File: config.mk
export PLATFORM = sky130hd
export DESIGN_NAME = otter_fetch_stage
export DESIGN_NICKNAME = d
export VERILOG_FILES = /design/src/rtl/otter_fetch_stage.sv
export SDC_FILE = /design/constraint.sdc
export NUM_CORES = 1
export LEC_CHECK = 0
export ABC_AREA = 1
export BUFFER_PORTS_ARGS = -buffer_cell sky130_fd_sc_hd__clkbuf_2
export CORE_UTILIZATION = 50
export DETAILED_ROUTE_END_ITERATION = 8
export PLACE_DENSITY_LB_ADDON = 0.2
export SLEW_MARGIN = 15
export SYNTH_ARGS = -nofsm -noshare
export SYNTH_HDL_FRONTEND = slang
export SYNTH_SLANG_ARGS = --single-unit
File: constraint.sdc
create_clock -name IF_CLK -period 5.33 [get_ports IF_CLK]
set_input_delay 0.2665 -clock IF_CLK [delete_from_list [all_inputs] [get_ports IF_CLK]]
set_output_delay 0.2665 -clock IF_CLK [all_outputs]
set_load 0.005 [all_outputs]
File: src/rtl/otter_fetch_stage.sv
// Instruction-fetch stage for the pipelined OTTER.
// Drives the PC and instruction memory, and fills the IF/ID register through a 1-entry skid buffer.
module otter_fetch_stage #(
    parameter int          ADDR_W = 14,
    parameter logic [31:0] NOP    = 32'h00000013
) (
    input  logic              IF_CLK,
    input  logic              IF_RST,
    input  logic [31:0]       IF_PC,
    output logic              IF_PC_LD,
    output logic [31:0]       IF_NEXT_PC,
    input  logic              IF_STALL,
    input  logic              IF_FLUSH,
    input  logic [31:0]       IF_TARGET,
    output logic              IF_MEM_RDEN,
    output logic [ADDR_W-1:0] IF_MEM_ADDR,
    input  logic [31:0]       IF_MEM_DOUT,
    output logic [31:0]       IF_ID_PC,
    output logic [31:0]       IF_ID_PC4,
    output logic [31:0]       IF_ID_INSTR,
    output logic              IF_ID_VALID
);

    logic        issue;
    logic        req_valid;
    logic [31:0] req_pc;
    logic        skid_valid;
    logic [31:0] skid_pc;
    logic [31:0] skid_instr;

    always_comb begin
        issue       = !IF_RST && !IF_FLUSH && !IF_STALL;
        IF_MEM_RDEN = issue;
        IF_MEM_ADDR = IF_PC[ADDR_W+1:2];
        IF_PC_LD    = !IF_RST && (issue || IF_FLUSH);
        IF_NEXT_PC  = IF_FLUSH ? IF_TARGET : IF_PC + 32'd4;
    end

    // The skid only ever fills during a stall, and a stall blocks issue,
    // so skid drain and a live response never land on the same edge.
    always_ff @(posedge IF_CLK) begin
        if (IF_RST) begin
            req_valid   <= 1'b0;
            skid_valid  <= 1'b0;
            IF_ID_VALID <= 1'b0;
            IF_ID_PC    <= 32'd0;
            IF_ID_PC4   <= 32'd4;
            IF_ID_INSTR <= NOP;
        end else begin
            req_valid <= issue;
            req_pc    <= IF_PC;
            if (IF_FLUSH) begin
                IF_ID_VALID <= 1'b0;
                IF_ID_INSTR <= NOP;
                skid_valid  <= 1'b0;
            end else if (!IF_STALL) begin
                if (skid_valid) begin
                    IF_ID_VALID <= 1'b1;
                    IF_ID_PC    <= skid_pc;
                    IF_ID_PC4   <= skid_pc + 32'd4;
                    IF_ID_INSTR <= skid_instr;
                    skid_valid  <= 1'b0;
                end else begin
                    IF_ID_VALID <= req_valid;
                    IF_ID_PC    <= req_pc;
                    IF_ID_PC4   <= req_pc + 32'd4;
                    IF_ID_INSTR <= req_valid ? IF_MEM_DOUT : NOP;
                end
            end else if (req_valid) begin
                skid_valid <= 1'b1;
                skid_pc    <= req_pc;
                skid_instr <= IF_MEM_DOUT;
            end
        end
    end

endmodule
==> reports/qor.log <==
qor: outcome.outcome finished, violations left
qor: outcome.failed_checks design-rule violations
qor: worst_setup_path.crit_chain clkbuf_2, inv_1, nand3_1, nor2_4, buf_4
qor: worst_setup_path.worstSetupStartpoint IF_FLUSH
qor: synth.netlist.top_cell.by_area edfxtp_1
qor: cts.clk_transition_reported_paths 0.08 ns
qor: power.ir_worst_vdd 0.190 mV
qor: synth.number_of_flops_mapped_to_enable_cells_by_yosys 96
qor: detailed_routing.detailedRoute.firstPassIterationCount 9
qor: cts.clock_latency 0.44 ns
qor: grt.grt_pass1_vias 7429
qor: worst_hold_path.hold_path_end skid_instr[19]
qor: worst_setup_path.reg2reg_slack 2.46 ns
qor: worst_setup_path.worstSetupStartpointType input port
qor: synth.postSynthAreaPerCell 8.12 sq um
qor: floorplan.die_area 19400 sq um
qor: worst_setup_path.timing.critical_path.slowest_stage_cell inv_1
qor: worst_setup_path.timing.critical_path.arrival 3.05 ns
qor: worst_setup_path.worst-r2r-cell-count 13
qor: floorplan.die_w 139 microns
qor: synth.post_synth_instance_area 9400 sq um
qor: synth.synth_sequential_area_ratio 0.513
qor: detailed_routing.vias 8212
qor: cts.cts-buffers-inserted 17
qor: synth.synthArstFlopShare 0
qor: grt.total_routing_resource_utilization_after_global_routing 0.249
qor: detailed_routing.drcViolationCount 13
qor: cts.ctsResizeCount 0
qor: layout.fill_cells 1645
qor: cts.tritoncts built
qor: worst_setup_path.worst_ep_required_time 5.39 ns
qor: floorplan.initial_core_util 0.516
qor: floorplan.fp.coreArea 18200 sq um
qor: floorplan.die_height 139 microns
qor: synth.syn_nets 1260
qor: floorplan.total_number_of_placement_rows 49
qor: layout.multiInputGateArea 3740 sq um
qor: timing.post-route-min-period 2.99 ns
qor: timing.hold_viol_final 0
qor: detailed_routing.postRouteWirelength 23.7 mm
qor: placement.gp_routability_congestion 0.857
qor: power.total_power_draw 3.34 mW
qor: worst_hold_path.hold_depth 1
qor: cts.clock_tree.root_cell clkbuf_16
qor: timing.clock_skew 0.0113 ns
qor: grt.global_route.overflow_total 0
qor: worst_setup_path.timing.setup.critical_path_class in2reg
qor: timing.worst-slew-pin-transition 1.08 ns
qor: worst_setup_path.slowest_delay 0.81 ns
qor: detailed_routing.avgViaCountPerCell 5.11
qor: placement.dp.final_hpwl 17.3 mm
qor: timing.slew_viol_final 0
qor: synth.yosys-top-cells-area edfxtp_1 (31%), dfxtp_1 (21%), nand2_1 (13%)
qor: timing.fmax 334 MHz
qor: layout.design.final.nets 1466
qor: grt.grt_start_max_net_pins 77
qor: cts.numClockSinks 193
qor: worst_hold_path.timing.hold.worst.start IF_MEM_DOUT[19]
qor: worst_hold_path.worst_min_delay_path_class in2reg
qor: run.drv.max_cap_violation_count 0
qor: worst_setup_path.rr_startpoint skid_valid
qor: floorplan.io-pin-count 245
qor: timing.report.final.setup_viol 0
qor: cts.htree_num_levels 4
qor: worst_setup_path.critical_path_peak_fanout 64
qor: timing.fin_setup_tns 0 ns
qor: layout.drive_above_1_share 0.255
qor: synth.ys.warnings.count 0
qor: cts.max-clock-path-buffers 2
qor: power.cellPowerDensity 298 nW/um^2
qor: grt.grt_pass1_wl 38.2 mm
qor: layout.seq_area 4830 sq um
qor: worst_setup_path.reg2reg_to IF_ID_PC4[16]
qor: synth.synth_cell_type_count 40
qor: synth.netlist_instances 1158
qor: detailed_routing.first_iter_violations 566
qor: worst_setup_path.worstPathBufferInverterCount 3
qor: grt.grt_busiest_layer met2
qor: power.leakagePower 5.30 nW
qor: detailed_routing.average_detailed_routed_wire_length_per_instance 14.8 microns
qor: synth.dominantRegCellSynth dfxtp_1
qor: layout.diodes 0
qor: timing.layout_worst_path_cycle_share 0.562
qor: detailed_routing.ant_nets 0
qor: synth.ys_seq_elements 193
qor: grt.grt_use_met3 0.0414
qor: grt.grt_antenna_before_repair 0
qor: grt.grt_util_met2 0.400
qor: timing.rsz0062_at_grt no
qor: layout.area_growth_syn_to_layout 19.3%
qor: synth.post-synth-top-area-fraction 0.307
qor: placement.port-buffer-count 244
qor: timing.max_slew_margin 0.283
qor: worst_setup_path.crit_end_category flop
qor: worst_setup_path.timing.critical_path.max_delay_family buffers and inverters
qor: grt.groute.layer.met1.usage 0.349
layout by cell type (no fill, tap or decap), drive strengths merged:
| master | Yosys | routed |
|---|---|---|
| o21ai | 77 | 77 |
| o211ai | 12 | 12 |
| nand3b | 3 | 3 |
| bufinv | 0 | 1 |
| nand3 | 55 | 55 |
| and2 | 1 | 1 |
| nor2 | 122 | 122 |
| clkinv | 2 | 7 |
| inv | 122 | 130 |
| buf | 37 | 6 |
| a22oi | 7 | 7 |
| dlygate4sd3 | 0 | 1 |
| edfxtp | 96 | 96 |
| xor2 | 16 | 16 |
| or2 | 15 | 15 |
| clkbuf | 27 | 261 |
| dfxtp | 97 | 97 |
| and3 | 1 | 1 |
| o21bai | 5 | 5 |
| ha | 2 | 2 |
| a31oi | 4 | 4 |
| a21oi | 61 | 61 |
| nand4 | 10 | 10 |
| clkinvlp | 0 | 1 |
| o221ai | 3 | 3 |
| xnor2 | 5 | 5 |
| o22ai | 7 | 7 |
| nor3 | 14 | 14 |
| nand2 | 357 | 357 |
synth_stat cells (all sizes together) (15+ instances only):
| cell | instances |
|---|---|
| nand2 | 357 |
| inv | 122 |
| nor2 | 122 |
| dfxtp | 97 |
| edfxtp | 96 |
| o21ai | 77 |
| a21oi | 61 |
| nand3 | 55 |
| buf | 37 |
| clkbuf | 27 |
| xor2 | 16 |
| or2 | 15 |
area by class of cell:
class	count	share of cell area
tap	229	0.0256
multi-input combinational	777	0.334
inverter	124	0.0420
clock buffer	17	0.0379
timing repair buffer	251	0.114
clock inverter	15	0.0166
sequential	193	0.430
worst max-delay path by stage:
stage | to | slack [ns] | cells after the start
after detailed placement | skid_pc[24] | 1.95 | 5
after floorplan | skid_instr[0] | 1.27 | 4
after global placement | skid_pc[24] | 2.03 | 5
final | skid_pc[16] | 2.34 | 5
after global routing | skid_pc[16] | 2.08 | 5
after CTS | skid_pc[16] | 2.34 | 5
metal layers:
layer / part of all wire / vias up
met1: 0.47 / 3756
met2: 0.46 / 278
li1: - / 4156
met3: 0.050 / 22
met5: 0 / -
met4: 0.014 / 0
registers in the layout, indices dropped and copies added (netlist names):
name	count
req_pc	32
IF_ID_VALID	1
skid_instr	32
req_valid	1
skid_valid	1
IF_ID_INSTR	32
IF_ID_PC4	30
IF_ID_PC	32
skid_pc	32
kinds of logic (layout without fill, tap and decap cells):
kind of cell | after synthesis | after routing | synth area share
xor gates and xnor gates | 21 | 21 | 0.0196
AOI/OAI and AO/OA | 176 | 176 | 0.105
adders and majority gates | 2 | 2 | 0.00266
and+or+nand+nor | 578 | 578 | 0.269
DFF | 193 | 193 | 0.513
buffers and inverters | 188 | 407 | 0.0908
metrics by stage:
step           cells  area (sq um)  utilization  worst slack (ns)  hold slack [ns]
2_1_floorplan   1158          9400            -              1.27            0.365
3_3_place_gp    1573         10600        0.582              2.03            0.430
3_5_place_dp    1573         10600        0.582              1.95            0.436
4_1_cts         1605         11200        0.615              2.34         0.000150
5_1_grt         1606         11200        0.616              2.08          0.00188
6_report        1606         11200        0.616              2.34           0.0171
report_power, final:
part           switching (mW)  leakage [nW]  total, mW  internal [mW]
Sequential             0.0356          1.69       1.66           1.62
Clock                   0.617         0.296       1.29          0.677
Combinational           0.247          3.32      0.395          0.148
timing repair:
action	CTS	global route
hold buffers	0	1
endpoints found under the hold margin	0	1
setup buffers	0	0
(Power assumes the default switching activity.)
